**src/rtl/torus_step_sequencer.sv**
```systemverilog
// Step controller for the Cannon-style N-step torus multiply: load, then
// N x (fire cells, wait for EOM low then high, rotate operands), then done.
module torus_step_sequencer #(
  parameter int N      = 4,
  parameter int STEP_W = 3,
  parameter int TMO    = 15
) (
  input  logic              CLK,
  input  logic              RST,
  input  logic              START,
  input  logic              EOM_ALL,
  output logic              STM,
  output logic              LOAD,
  output logic              CLR_ACC,
  output logic              SHIFT_A,
  output logic              SHIFT_B,
  output logic [STEP_W-1:0] STEP,
  output logic              BUSY,
  output logic              DONE,
  output logic              ERR
);

  typedef enum logic [2:0] {
    S_IDLE    = 3'd0,
    S_LOAD    = 3'd1,
    S_FIRE    = 3'd2,
    S_WAIT_LO = 3'd3,
    S_WAIT_HI = 3'd4,
    S_SHIFT   = 3'd5,
    S_FINISH  = 3'd6
  } state_t;

  localparam logic [STEP_W-1:0] STEP_LAST = STEP_W'(N - 1);
  localparam logic [7:0]        TMO_LAST  = 8'(TMO - 1);

  state_t              state_q, state_d;
  logic [STEP_W-1:0]   step_q, step_d;
  logic [7:0]          cnt_q, cnt_d;
  logic                err_q, err_d;
  logic                stm_q, load_q, shift_q, busy_q, done_q;

  always_comb begin
    state_d = state_q;
    step_d  = step_q;
    cnt_d   = cnt_q;
    err_d   = err_q;
    case (state_q)
      S_IDLE: begin
        if (START) begin
          state_d = S_LOAD;
          step_d  = '0;
          err_d   = 1'b0;
        end
      end
      S_LOAD: state_d = S_FIRE;
      S_FIRE: begin
        state_d = S_WAIT_LO;
        cnt_d   = '0;
      end
      S_WAIT_LO: begin
        // Cells must first acknowledge STM by dropping EOM.
        if (!EOM_ALL) begin
          state_d = S_WAIT_HI;
          cnt_d   = '0;
        end else begin
          cnt_d = cnt_q + 8'd1;
          if (cnt_q == TMO_LAST) begin
            err_d   = 1'b1;
            state_d = S_FINISH;
          end
        end
      end
      S_WAIT_HI: begin
        if (EOM_ALL) begin
          state_d = (step_q == STEP_LAST) ? S_FINISH : S_SHIFT;
        end else begin
          cnt_d = cnt_q + 8'd1;
          if (cnt_q == TMO_LAST) begin
            err_d   = 1'b1;
            state_d = S_FINISH;
          end
        end
      end
      S_SHIFT: begin
        step_d  = step_q + 1'b1;
        state_d = S_FIRE;
      end
      S_FINISH: state_d = S_IDLE;
      default:  state_d = S_IDLE;
    endcase
  end

  // Strobes are registered from the next state so they line up with state_q.
  always_ff @(posedge CLK or posedge RST) begin
    if (RST) begin
      state_q <= S_IDLE;
      step_q  <= '0;
      cnt_q   <= '0;
      err_q   <= 1'b0;
      stm_q   <= 1'b0;
      load_q  <= 1'b0;
      shift_q <= 1'b0;
      busy_q  <= 1'b0;
      done_q  <= 1'b0;
    end else begin
      state_q <= state_d;
      step_q  <= step_d;
      cnt_q   <= cnt_d;
      err_q   <= err_d;
      stm_q   <= (state_d == S_FIRE);
      load_q  <= (state_d == S_LOAD);
      shift_q <= (state_d == S_SHIFT);
      busy_q  <= (state_d != S_IDLE);
      done_q  <= (state_d == S_FINISH);
    end
  end

  assign STM     = stm_q;
  assign LOAD    = load_q;
  assign CLR_ACC = load_q;
  assign SHIFT_A = shift_q;
  assign SHIFT_B = shift_q;
  assign STEP    = step_q;
  assign BUSY    = busy_q;
  assign DONE    = done_q;
  assign ERR     = err_q;

endmodule

```
**config.mk**
```make
export PLATFORM = sky130hd
export DESIGN_NAME = torus_step_sequencer
export DESIGN_NICKNAME = d
export VERILOG_FILES = /design/src/rtl/torus_step_sequencer.sv
export SDC_FILE = /design/constraint.sdc
export NUM_CORES = 1
export LEC_CHECK = 0
export CORE_MARGIN = 2
export CORE_UTILIZATION = 25
export DETAILED_ROUTE_END_ITERATION = 8
export GPL_ROUTABILITY_DRIVEN = 0
export PLACE_DENSITY_LB_ADDON = 0.12
export SETUP_SLACK_MARGIN = 0.05
export SKIP_CTS_REPAIR_TIMING = 1
export SYNTH_ARGS = -nofsm -noshare
export SYNTH_HDL_FRONTEND = slang
export SYNTH_SLANG_ARGS = --single-unit
```
**constraint.sdc**
```tcl
create_clock -name CLK -period 1.8 [get_ports CLK]
set_input_delay 0.45 -clock CLK [delete_from_list [all_inputs] [get_ports CLK]]
set_output_delay 0.45 -clock CLK [all_outputs]
set_load 0.05 [all_outputs]
```
==> results of run 1 <==
## kinds of logic (layout without fill, tap and decap cells)
kind of cell               Yosys count  after routing  synth area share
AOI/OAI and AO/OA                   33             33             0.192
xor gates and xnor gates             4              4            0.0302
adders and majority gates            4              4            0.0432
buffers and inverters               17             39            0.0702
DFF                                 20             20             0.432
muxes                                1              1           0.00864
and+or+nand+nor                     48             48             0.224
## worst max-delay path, delay by kind of cell, from the launching register on
kind	cells	cell delay, ps
compound gates	2	230
flops	1	640
simple gates	2	660
## final cells by class
cell class                 instances  area share
multi-input combinational         90       0.400
sequential                        20       0.343
timing repair buffer              27       0.154
tap                               52      0.0446
clock buffer                       4      0.0377
inverter                           8      0.0206
## through the flow
step	setup WS (ps)	util	area, µm²	total power, mW
global route	56.8	0.331	1460	2.27
global placement	-78.2	0.316	1400	1.78
finish	191	0.331	1460	2.11
floorplan	207	-	1160	1.42
CTS	148	0.329	1450	2.13
detailed placement	-129	0.316	1400	1.77
## layout by cell type, fill, tap and decap left out, types with 2 or more instances in the layout
master	instances
a21oi_1	9
nand3_1	3
nand2_1	12
nor2b_1	4
ha_1	4
a311oi_1	2
o2111ai_1	3
dfrtp_1	20
clkdlybuf4s50_1	2
o211ai_1	2
and2_1	3
nand2b_1	6
o21ai_0	4
buf_4	23
inv_1	8
o22ai_1	3
xor2_1	4
and3_1	2
nor2_1	11
a22oi_1	2
clkbuf_8	4
o31ai_1	4
## synth_stat cells (all sizes together), types with 2 or more instances
cell type  instances  share of area
buf                5          0.031
and2               3          0.016
o2111ai            3          0.023
nor2              11          0.036
o22ai              3          0.016
o21ai              5          0.025
and3               2          0.011
a311oi             2          0.015
a22oi              2          0.013
o31ai              4          0.026
nand3              3          0.013
nand2             12          0.039
dfrtp             20           0.43
o211ai             2          0.013
clkbuf             4          0.013
nand2b             6          0.032
inv                8          0.026
a21oi              9          0.039
nor2b              4          0.022
xor2               4          0.030
ha                 4          0.043
## state kept, by name, indices dropped and copies added, names as in the netlist
register	count
cnt_q	8
STM	1
CLR_ACC	1
BUSY	1
ERR	1
state_q	3
DONE	1
STEP	3
SHIFT_A	1
## power breakdown
part,leakage (nW),switching [mW],internal [mW]
logic,0.383,0.611,0.419
clock network,0.0288,0.148,0.195
registers,0.266,0.184,0.553
## per-layer routing
layer  part of all wire  global-route usage  vias up  wire (µm)
met5                  0                   0        -          0
met3              0.043              0.0389        4        114
met4              0.012              0.0608        0         33
li1                   -                   -      488          -
met1               0.48               0.149      473       1280
met2               0.46               0.173       15       1220
## how the worst max path moves through the flow
stage                from  depth (start not counted)        to  slack [ps]
2_1_floorplan     STEP[0]                          5      BUSY         210
4_1_cts           EOM_ALL                          5  cnt_q[4]         150
3_3_place_gp      EOM_ALL                          5  cnt_q[4]         -80
5_1_grt        state_q[2]                          4  cnt_q[4]          60
3_5_place_dp      EOM_ALL                          5  cnt_q[4]        -130
6_report       state_q[2]                          4  cnt_q[4]         190
==> results.toml, run 1 <==
[floorplanning]
die_x_um = 72.1
die-area_um2 = 5190
die-height_um = 72.1
num_rows = 24
core_region_area_um2 = 4410
io_pins = 15
start_util = 0.262

[routing]
drc = 0
dr.pass1.iters = 4
vias = 980
finalWirelength_um = 2640
wire_per_inst_um = 13.1
antenna_left = 0
drt_iter0_markers = 57
viasPerCell = 4.88

[final_layout]
drive_gt1_frac = 0.215
diodes = 0
multi_input_area_um2 = 584
areaGrowthSynthToFinish_pct = 26.0
ff_latch_area_um2 = 500
stdcell_count = 201
fin_nets = 158
fillCellCount = 461

[placement]
port_buffers = 14
dpl.hpwl_um = 2000
placed_cells = 197

[synth]
ys_seq_elements = 20
synth-seq-area-share = 0.432
synth_edf_count = 0
syn_area_um2 = 1160
syn_avg_cell_area_um2 = 9.12
synth-async-reset-ratio = 1.00
synth_cells = 127
syn-num-nets = 135
ys_types = 35
ys.flop_type = "dfrtp_1"
synth_warnings = 0

[timing]
rsz0062_at_grt = "false"
max_freq_mhz = 621
slew_violations = 0
finalCriticalPeriod_ps = 1610
skew_ps = 2.72
holdWs_ps = 512
setup_viol = 0
final_hold_viol_count = 0
tns_ps = 0
worstMarginPinSlew_ps = 476
finalCritPeriodShare = 0.894
relSlewSlack = 0.683

[global_routing]
grt_usage = 0.116
grt_pass1_wl_um = 4690
grt_start_max_net_pins = 21
overflow = 0
antenna_found_initial = 0
grt_pass1_vias = 1016

[critical_path]
cp_slowest_cell = "dfrtp_1"
reg2regPathDepth = 4
r2r_end = "cnt_q[4]"
crit_type = "flip-flop to flip-flop"
r2r_slack_ps = 190
cp.required_ps = 1980
crit_chain = "nor4b_4 > o21ai_2 > or3_1 > a21oi_1"
r2r-start = "state_q[2]"
cp_max_fo = 15
arrival_ps = 1790
startpoint_type = "flip-flop"
max_stage_delay_ps = 640
endpoint_kind = "flip-flop"

[clocking]
clockRootBuffer = "clkbuf_8"
tritoncts = "built"
cts-buffers-inserted = 3
cts_buffer_depth = 2
clk_latency_ps = 260
cts_htree_levels = 1
clk_pin_slew_ps = 70
cts.sinks = 20

[outcome]
status = "complete, no violations"

[power]
leakagePower_nw = 0.677
vdd_ir_drop_max_mv = 0.485
powerDensity_nw_per_um2 = 1440

[flow_run]
maxCapViolCount = 0

[worst_hold_path]
hold_class = "input pin to asynchronous set/reset pin"
No activity file was read; power rests on OpenSTA's default activity.
==> run 2, diff against run 1 <==
Settings changed: GPL_TIMING_DRIVEN set to 0.
==> results.toml, run 2 (same netlist as run 1, synthesis figures left out) <==
[global_routing]
grt_start_max_net_pins = 21
grt_pass1_wl_um = 4610
antenna_found_initial = 0
grt_pass1_vias = 967
overflow = 0
grt_usage = 0.113

[power]
powerDensity_nw_per_um2 = 1380
seqPwrFrac = 0.327
swShare = 0.470
leakagePower_nw = 0.808
power_mw = 2.02
vdd_ir_drop_max_mv = 0.643
pwr-share-comb = 0.523
p_clk_frac = 0.150
p_switching_mw = 0.951
p_int_mw = 1.07

[critical_path]
max_stage_delay_ps = 380
worstSetupEndpoint = "cnt_q[4]"
r2r_end = "cnt_q[4]"
startpoint_type = "flip-flop"
cp_slowest_cell = "dfrtp_1"
crit_chain = "buf_2 > nor2b_1 > o21ai_2 > or3_1 > a21oi_1"
reg2regPathDepth = 5
cp-startpoint = "state_q[2]"
arrival_ps = 1800
r2r-start = "state_q[2]"
r2r_slack_ps = 190
endpoint_kind = "flip-flop"
cp.required_ps = 1980
crit_type = "flip-flop to flip-flop"
cp_max_fo = 10

[flow_run]
maxCapViolCount = 0

[timing]
worstMarginPinSlew_ps = 772
rsz0062_at_grt = "false"
setup_ws_ps = 186
relSlewSlack = 0.485
skew_ps = 3.99
setup_viol = 0
final_hold_viol_count = 0
finalCriticalPeriod_ps = 1610
holdWs_ps = 520
max_freq_mhz = 620
slew_violations = 0
tns_ps = 0
finalCritPeriodShare = 0.897

[final_layout]
diodes = 0
ff_latch_area_um2 = 500
multi_input_area_um2 = 589
fin_nets = 156
stdcell_count = 198
drive_gt1_frac = 0.103
final_cell_mix = "20 x dfrtp_1, 12 x nand2_1, 12 x dlymetal6s2s_1, 11 x nor2_1, 9 x a21oi_1"
areaGrowthSynthToFinish_pct = 26.5
regMostFlops = "cnt_q"
largest_reg_flops = 8
layout_commonest_cell = "dfrtp_1"
fillCellCount = 464

[worst_hold_path]
hold_class = "flip-flop to flip-flop"

[floorplanning]
core_region_area_um2 = 4410
die_x_um = 72.1
io_pins = 15
die-area_um2 = 5190
num_rows = 24
start_util = 0.262
die-height_um = 72.1

[outcome]
status = "complete, no violations"

[clocking]
cts_buffer_depth = 2
cts_htree_levels = 1
cts-buffers-inserted = 3
clockRootBuffer = "clkbuf_8"
cts.sinks = 20
clk_pin_slew_ps = 80
clk_latency_ps = 260
tritoncts = "built"

[placement]
dpl.hpwl_um = 1950
place_ws_ps = -285
port_buffers = 14
placed_cells = 193

[routing]
drc = 0
antenna_left = 0
viasPerCell = 4.85
finalWirelength_um = 2730
drt_iter0_markers = 20
wl_met2_um = 1220
vias = 961
top_layer = "met4"
wl_met3_um = 105
wl_met1_um = 1380
dr.pass1.iters = 4
wire_per_inst_um = 13.8
==> run 2: cell count changes in the layout (fill, tap and decap cells not counted), sizes merged <==
cell | before | now
clkbuf | 4 | 8
dlymetal6s2s | 1 | 12
buf | 24 | 6
==> run 2: critical path, delay by kind of cell (launching register included) <==
family | cells | cell delay (ps)
compound gates | 2 | 270
flops | 1 | 380
buf+inv | 1 | 180
simple gates | 2 | 700
==> run 2: area by class of cell <==
cell class,instances,share of cell area
multi-input cells,90,0.402
flip-flops and latches,20,0.342
repair buffers,16,0.126
well taps,52,0.0444
plain buffers,9,0.0367
clock buffers,3,0.0282
inverters,8,0.0205
==> run 2: layer usage <==
layer / global-route usage / up-vias
met5: 0 / -
met3: 0.0236 / 4
met1: 0.155 / 455
met4: 0.0314 / 0
li1: - / 487
met2: 0.179 / 15
==> run 2: stage by stage <==
step | area [µm²] | utilization
after floorplan | 1160 | -
after global placement | 1360 | 0.309
after detailed placement | 1360 | 0.309
after CTS | 1410 | 0.318
after global routing | 1470 | 0.332
final | 1470 | 0.332
==> run 2: worst min-delay path by stage <==
stage	from	endpoint	depth (start not counted)
after global routing	ERR	ERR	2
after detailed placement	ERR	ERR	2
after global placement	ERR	ERR	2
after floorplan	RST	BUSY	1
after CTS	ERR	ERR	2
final	ERR	ERR	2
==> run 2: power by group through the flow <==
stage	Sequential (mW)	Combinational [mW]	Clock [mW]
floorplan	0.814	0.609	0
global placement	0.668	1.05	0
detailed placement	0.674	1.05	0
CTS	0.667	1.06	0.306
global route	0.689	1.17	0.332
finish	0.662	1.06	0.303
==> run 3, diff against run 2 <==
Settings changed: CTS_BUF_LIST set to sky130_fd_sc_hd__clkbuf_16.
==> results.toml, run 3 (same netlist as run 1, synthesis figures left out) <==
[outcome]
status = "complete, no violations"

[power]
swShare = 0.441
p_clk_frac = 0.209
powerDensity_nw_per_um2 = 1450
pwr-share-comb = 0.486
vdd_ir_drop_max_mv = 0.603
seqPwrFrac = 0.305
p_int_mw = 1.22
leakagePower_nw = 0.823
p_switching_mw = 0.959

[placement]
port_buffers = 14
placed_area_um2 = 1360
dpl.hpwl_um = 1950
place_ws_ps = -285

[critical_path]
endpoint_kind = "flip-flop"
reg2regPathDepth = 5
cp_slowest_cell = "dfrtp_1"
max_stage_delay_ps = 370
crit_chain = "buf_2 > nor2b_1 > o21ai_2 > or3_1 > a21oi_1"
startpoint_type = "flip-flop"
crit_type = "flip-flop to flip-flop"
cp.required_ps = 1980
cp_max_fo = 10
arrival_ps = 1780

[clocking]
clk_pin_slew_ps = 50
clk_latency_ps = 250
cts_buffer_depth = 2
tritoncts = "built"
cts-buffers-inserted = 3
cts.sinks = 20
cts_htree_levels = 1
clockRootBuffer = "clkbuf_16"

[routing]
antenna_left = 0
vias = 972
viasPerCell = 4.91
dr.pass1.iters = 5
wire_per_inst_um = 13.8
drc = 0
drt_iter0_markers = 26
finalWirelength_um = 2730

[final_layout]
areaGrowthSynthToFinish_pct = 29.4
largest_reg_flops = 8
diodes = 0
drive_gt1_frac = 0.103
final_cell_mix = "20 x dfrtp_1, 12 x nand2_1, 12 x dlymetal6s2s_1, 11 x nor2_1, 9 x a21oi_1"
regMostFlops = "cnt_q"
fin_area_um2 = 1500
layout_commonest_cell = "dfrtp_1"
fin_nets = 156

[timing]
skew_ps = 1.84
setup_ws_ps = 196
worstMarginPinSlew_ps = 778
rsz0062_at_grt = "false"
finalCriticalPeriod_ps = 1600
relSlewSlack = 0.481
max_freq_mhz = 624
slew_violations = 0
finalCritPeriodShare = 0.891
final_hold_viol_count = 0
setup_viol = 0

[global_routing]
antenna_found_initial = 0
overflow = 0
grt_use_met2 = 0.179
top_usage_layer = "met2"
met1_usage = 0.157
grt_pass1_vias = 966
grt_usage = 0.116
grt_pass1_wl_um = 4660
grt_start_max_net_pins = 21
gr-usage-met3 = 0.0236

[worst_hold_path]
holdPathStages = 2
hold_class = "flip-flop to flip-flop"

[floorplanning]
die_x_um = 72.1
core_region_area_um2 = 4410
io_pins = 15
start_util = 0.262
die-height_um = 72.1
num_rows = 24
die-area_um2 = 5190

[flow_run]
maxCapViolCount = 0
==> run 3: cell count changes in the layout (fill, tap and decap cells not counted) <==
cell	delta
clkbuf_16	+3
clkbuf_8	-3
==> run 3: power by group through the flow <==
stage | Combinational [mW] | Sequential (mW) | Clock (mW)
2_1_floorplan | 0.609 | 0.814 | 0
3_3_place_gp | 1.05 | 0.668 | 0
3_5_place_dp | 1.05 | 0.674 | 0
5_1_grt | 1.16 | 0.692 | 0.489
6_report | 1.06 | 0.664 | 0.455
4_1_cts | 1.06 | 0.669 | 0.464
==> run 3: final cells by class <==
type | instances | area, µm²
Buffer | 9 | 53.8
Clock buffer | 3 | 75.1
Fill cell | 455 | 2920
Inverter | 8 | 30.0
Multi-Input combinational cell | 90 | 589
Sequential cell | 20 | 500
Tap cell | 52 | 65.1
Timing Repair Buffer | 16 | 185
==> run 3: worst max-delay path, delay by kind of cell, from the launching register on <==
family | cells | cell delay, ps
AOI/OAI and AO/OA | 2 | 270
buffers and inverters | 1 | 180
DFF | 1 | 370
and+or+nand+nor | 2 | 700
==> run 3: path summary, 6_finish.rpt <==
kind	from	endpoint	slack, ps
setup / recovery	state_q[2]	cnt_q[4]	200
hold / removal	ERR	ERR	520
setup reg to reg	state_q[2]	cnt_q[4]	200
hold reg to reg	ERR	ERR	520
max in group asynchronous	RST	STEP[0]	670
min in group asynchronous	RST	cnt_q[4]	650
==> run 3: layer usage <==
metal | routed length, µm | vias up
met5 | 0 | -
met4 | 51 | 0
met3 | 118 | 5
met2 | 1190 | 19
met1 | 1370 | 461
li1 | - | 487
==> run 3: per-stage QoR <==
stage               power (mW)  utilization  hold WS, ps  instances  TNS, ps
floorplan                 1.42            -          414        127        0
global placement          1.72        0.309          510        193    -1210
detailed placement        1.73        0.309          523        193    -1040
CTS                       2.19        0.326          530        196     -936
global route              2.34        0.340          537        198        0
finish                    2.18        0.340          517        198        0
